$ cat config.mk
export PLATFORM = sky130hd
export DESIGN_NAME = debug_dump_sender
export DESIGN_NICKNAME = d
export VERILOG_FILES = /design/src/rtl/debug_dump_sender.sv
export SDC_FILE = /design/constraint.sdc
export NUM_CORES = 1
export LEC_CHECK = 0
export CAP_MARGIN = 5
export CORE_ASPECT_RATIO = 2
export CORE_UTILIZATION = 45
export DETAILED_ROUTE_END_ITERATION = 7
export PLACE_DENSITY = 0.72
export SLEW_MARGIN = 20
export SYNTH_ARGS = -nofsm -noshare
export SYNTH_HDL_FRONTEND = slang
export SYNTH_SLANG_ARGS = --single-unit
export TNS_END_PERCENT = 5
$ cat constraint.sdc
create_clock -name i_clock -period 2.4 [get_ports i_clock]
set_input_delay 0.36 -clock i_clock [delete_from_list [all_inputs] [get_ports i_clock]]
set_output_delay 0.36 -clock i_clock [all_outputs]
set_load 0.005 [all_outputs]
$ cat src/rtl/debug_dump_sender.sv
// Read-side sequencer for the pipeline snapshot store: captures one snapshot, walks the
// read codes and streams every returned word to the UART transmitter MSB byte first.
module debug_dump_sender #(
   parameter int CANT_BITS_CONTROL    = 4,
   parameter int LONGITUD_INSTRUCCION = 32,
   parameter int WIDTH_WORD_TX        = 8,
   parameter int PRIMER_CODIGO        = 2,
   parameter int ULTIMO_CODIGO        = 11
) (
   input  logic                            i_clock,
   input  logic                            i_soft_reset,
   input  logic                            i_start,
   input  logic [LONGITUD_INSTRUCCION-1:0] i_dato,
   output logic [CANT_BITS_CONTROL-1:0]    o_control,
   output logic [WIDTH_WORD_TX-1:0]        o_tx_data,
   output logic                            o_tx_start,
   input  logic                            i_tx_done,
   output logic                            o_busy,
   output logic                            o_done
);

   localparam logic [CANT_BITS_CONTROL-1:0] CODE_FIRST   = CANT_BITS_CONTROL'(PRIMER_CODIGO);
   localparam logic [CANT_BITS_CONTROL-1:0] CODE_LAST    = CANT_BITS_CONTROL'(ULTIMO_CODIGO);
   localparam logic [CANT_BITS_CONTROL-1:0] CODE_STEP    = CANT_BITS_CONTROL'(1);
   localparam logic [CANT_BITS_CONTROL-1:0] CTRL_HOLD    = '0;
   localparam logic [CANT_BITS_CONTROL-1:0] CTRL_CAPTURE = CANT_BITS_CONTROL'(1);
   localparam logic [1:0] LAST_BYTE = 2'(LONGITUD_INSTRUCCION / WIDTH_WORD_TX - 1);

   typedef enum logic [2:0] {
      IDLE,
      CAPTURE,
      SELECT,
      LATCH,
      SEND,
      WAIT_TX,
      DONE
   } state_t;

   state_t                            state_q, state_d;
   logic [CANT_BITS_CONTROL-1:0]      code_q, code_d;
   logic [1:0]                        idx_q, idx_d;
   logic [LONGITUD_INSTRUCCION-1:0]   shift_q, shift_d;
   logic [LONGITUD_INSTRUCCION-1:0]   shift_next_byte;
   logic [CANT_BITS_CONTROL-1:0]      control_d;
   logic [WIDTH_WORD_TX-1:0]          tx_data_d;
   logic                              tx_start_d;
   logic                              busy_d;
   logic                              done_d;

   assign shift_next_byte = shift_q << WIDTH_WORD_TX;

   // Outputs are computed for the state being entered, so each one is a plain flop.
   always_comb begin
      state_d    = state_q;
      code_d     = code_q;
      idx_d      = idx_q;
      shift_d    = shift_q;
      control_d  = CTRL_HOLD;
      tx_data_d  = o_tx_data;
      tx_start_d = 1'b0;
      busy_d     = o_busy;
      done_d     = 1'b0;

      case (state_q)
         IDLE: begin
            if (i_start) begin
               state_d   = CAPTURE;
               control_d = CTRL_CAPTURE;
               busy_d    = 1'b1;
            end
         end

         CAPTURE: begin
            state_d   = SELECT;
            control_d = code_q;
         end

         SELECT: begin
            state_d = LATCH;
         end

         // The store registered the selected word on the SELECT edge, so i_dato is valid now.
         LATCH: begin
            shift_d    = i_dato;
            idx_d      = 2'd0;
            state_d    = SEND;
            tx_data_d  = i_dato[LONGITUD_INSTRUCCION-1 -: WIDTH_WORD_TX];
            tx_start_d = 1'b1;
         end

         SEND: begin
            state_d = WAIT_TX;
         end

         WAIT_TX: begin
            if (i_tx_done) begin
               if (idx_q != LAST_BYTE) begin
                  shift_d    = shift_next_byte;
                  idx_d      = idx_q + 2'd1;
                  state_d    = SEND;
                  tx_data_d  = shift_next_byte[LONGITUD_INSTRUCCION-1 -: WIDTH_WORD_TX];
                  tx_start_d = 1'b1;
               end else if (code_q < CODE_LAST) begin
                  code_d    = code_q + CODE_STEP;
                  state_d   = SELECT;
                  control_d = code_q + CODE_STEP;
               end else begin
                  state_d = DONE;
                  done_d  = 1'b1;
                  busy_d  = 1'b0;
               end
            end
         end

         DONE: begin
            code_d  = CODE_FIRST;
            state_d = IDLE;
         end

         default: begin
            state_d = IDLE;
            busy_d  = 1'b0;
         end
      endcase
   end

   always_ff @(posedge i_clock or negedge i_soft_reset) begin
      if (!i_soft_reset) begin
         state_q    <= IDLE;
         code_q     <= CODE_FIRST;
         idx_q      <= 2'd0;
         shift_q    <= '0;
         o_control  <= CTRL_HOLD;
         o_tx_data  <= '0;
         o_tx_start <= 1'b0;
         o_busy     <= 1'b0;
         o_done     <= 1'b0;
      end else begin
         state_q    <= state_d;
         code_q     <= code_d;
         idx_q      <= idx_d;
         shift_q    <= shift_d;
         o_control  <= control_d;
         o_tx_data  <= tx_data_d;
         o_tx_start <= tx_start_d;
         o_busy     <= busy_d;
         o_done     <= done_d;
      end
   end

endmodule

==> flow_summary.yaml <==
grt:
  first_global_vias: 1624
  overflow: 0
  grt_pass1_wl_mm: 7.638
  track_usage: 0.1876
  grt_start_max_net_pins: 49
  antenna_found_initial: 0
synthesis:
  post-synth-top-area-cell: "dfrtp_1"
  synthArstFlopShare: 1.000
  synth_cell_types: 47
  post-synth-top-count-cell: "dfrtp_1"
  ys_seq_area_frac: 0.5021
  synth_top_cells_by_count: "dfrtp_1 (47), mux2_2 (31), mux2_4 (19)"
  syn_area_um2: 2395
  syn_avg_cell_area_um2: 13.38
  syn_inst: 179
  synth_seq_cells: 48
  synth_edf_count: 0
  postSynthNetCount: 217
  yosysWarnings: 0
  ys_top_cells_by_area: "dfrtp_1 (49%), mux2_2 (15%), mux2_4 (12%)"
  yosysTopAreaCellShare: 0.4911
  ys.flop_type: "dfrtp_1"
die:
  dieWidth_um: 53.59
  io_pins: 51
  rows: 37
  start_util: 0.4660
  die_area_um2: 5635
  core_region_area_um2: 5139
  die_h_um: 105.2
critical_path:
  reg2reg_from: "idx_q[0]$_DFFE_PN0P_"
  r2r_end: "o_tx_data[5]$_DFFE_PN0P_"
  crit_chain: "ha_1, and4bb_1, o21ai_2, inv_2, buf_12, mux2_4"
  slowest_stage: "o21ai_2"
  worstSetupStartpoint: "idx_q[0]$_DFFE_PN0P_"
  worstSetupEndpointType: "flop"
  reg2reg_depth: 6
  startpoint_type: "flop"
  crit_fanout: 25
  worstSetupPathType: "reg -> reg"
  cpPeakStageDelay_ns: 0.41
  cp.arrival_ns: 2.22
  r2r_slack_ns: 0.37
  cp.required_ns: 2.59
timing:
  fin_crit_sh: 0.8471
  hold_violations: 0
  rsz0062_at_grt: "false"
  maxSlewViolCount: 0
  skew_ns: 0.006774
  tightest_slew_ns: 0.6069
  fin_tns_setup_ns: 0
  setup_viol: 0
  max_freq_mhz: 491.9
  hold_ws_ns: 0.1458
  layout_min_cycle_time_ns: 2.033
  slew_headroom: 0.5954
route:
  firstDrtPassIters: 4
  drc: 0
  detail_route.wl_per_cell_um: 16.97
  drt-initial-drc-count: 17
  antenna_left: 0
  vias: 1683
  wirelength_mm: 4.937
  viasPerCell: 5.784
clocking:
  clk_latency_ns: 0.30
  tritoncts: "done"
  ctsHoldBuffers: 0
  ctsResizeCount: 0
  clock-root-buffer: "clkbuf_8"
  postCtsSetupBuffers: 0
  clockBufferDepth: 2
  cts.sinks: 48
  h-tree-depth: 2
  clkTransAtPathRegs_ns: 0.09
  cts-buffers-inserted: 5
final_layout:
  n_antenna_cell: 0
  area.growth.synth_to_final_pct: 28.74
  layout-drive-gt1-share: 0.3047
  layout.nets: 270
place:
  place_congestion: 0.8341
  port_buffers: 50
  hpwl_mm: 3.500
job:
  max_cap_viol_count: 0
power:
  leakage_nw: 1.322
  report.power.total_mw: 3.508
  irDropWorstVdd_v: 0.0006922
  powerDensity_nw_per_um2: 1138
run_status:
  status: "finished, final reports clean"
hold_path:
  hp-class: "in -> async"
## layout make-up
class | instances | area [um^2]
Fill cell | 408 | 2056
Sequential cell | 48 | 1202
Multi-Input combinational cell | 116 | 1112
Timing Repair Buffer | 57 | 573.1
Clock buffer | 6 | 72.57
Tap cell | 58 | 72.57
Clock inverter | 2 | 35.03
Inverter | 4 | 15.01
## metrics by stage
| stage | std cells | worst slack [ns] | cell area, um^2 | util |
|---|---|---|---|---|
| after global placement | 283 | 0.3053 | 2975 | 0.5790 |
| after detailed placement | 283 | 0.2760 | 2975 | 0.5790 |
| after floorplan | 179 | 0.7150 | 2395 | - |
| final | 291 | 0.3670 | 3083 | 0.6000 |
| after CTS | 291 | 0.3775 | 3083 | 0.6000 |
| after global routing | 291 | 0.2398 | 3083 | 0.6000 |
## worst max-delay path by stage
stage	cells past startpoint	slack [ns]	end
4_1_cts	6	0.38	o_tx_data[5]$_DFFE_PN0P_
5_1_grt	6	0.24	o_tx_data[7]$_DFFE_PN0P_
3_5_place_dp	6	0.28	shift_q[11]$_DFFE_PN0P_
3_3_place_gp	6	0.31	o_tx_data[2]$_DFFE_PN0P_
2_1_floorplan	6	0.71	o_tx_data[0]$_DFFE_PN0P_
6_report	6	0.37	o_tx_data[5]$_DFFE_PN0P_
## layout by cell type (no fill, tap or decap), types with 3 or more instances in the layout
cell type        count
a21o_1               3
a21oi_1              4
a22o_1               9
buf_4                5
clkbuf_8             5
clkdlybuf4s50_1     49
dfrtp_1             47
mux2_2              31
mux2_4              19
nand2_1              6
nand2b_1             3
nor4_1               3
o21ai_0              4
## cells by family (layout without fill, tap and decap cells)
family,Yosys count,in the layout,share of synthesized area
AO/OA/AOI/OAI,35,35,0.1108
multiplexers,50,50,0.2649
flip-flops,48,48,0.5021
buffers and inverters,15,69,0.03343
XOR/XNOR,2,2,0.007316
AND/OR/NAND/NOR,27,27,0.07106
adder cells (fa/ha/maj),2,2,0.01045
## worst max-delay path, delay by kind of cell, from the launching register on
kind                     cells  cell delay [ns]
AO/OA/AOI/OAI                1             0.41
flip-flops                   1             0.37
multiplexers                 1             0.30
buffers and inverters        2             0.29
adder cells (fa/ha/maj)      1             0.29
AND/OR/NAND/NOR              1             0.25
## sequential cells by signal (all words and copies together), names as in the netlist
register and count:
o_control 4, shift_q 24, o_tx_start 1, o_busy 1
idx_q 2, o_done 1, state_q 3, o_tx_data 8
code_q 4
## metal layers
layer / vias to the layer above / global-route usage / share of wire
met5: - / 0 / 0
met4: 0 / 0.09774 / 0.035
met3: 17 / 0.03639 / 0.042
met2: 63 / 0.3179 / 0.54
met1: 835 / 0.2091 / 0.39
li1: 768 / - / -
## where the power goes
group          internal [mW]  switching [mW]  total [mW]
registers               1.17           0.252        1.42
logic                  0.955           0.550        1.50
clock network          0.310           0.272       0.581
Power figures use the tool's default switching activity.
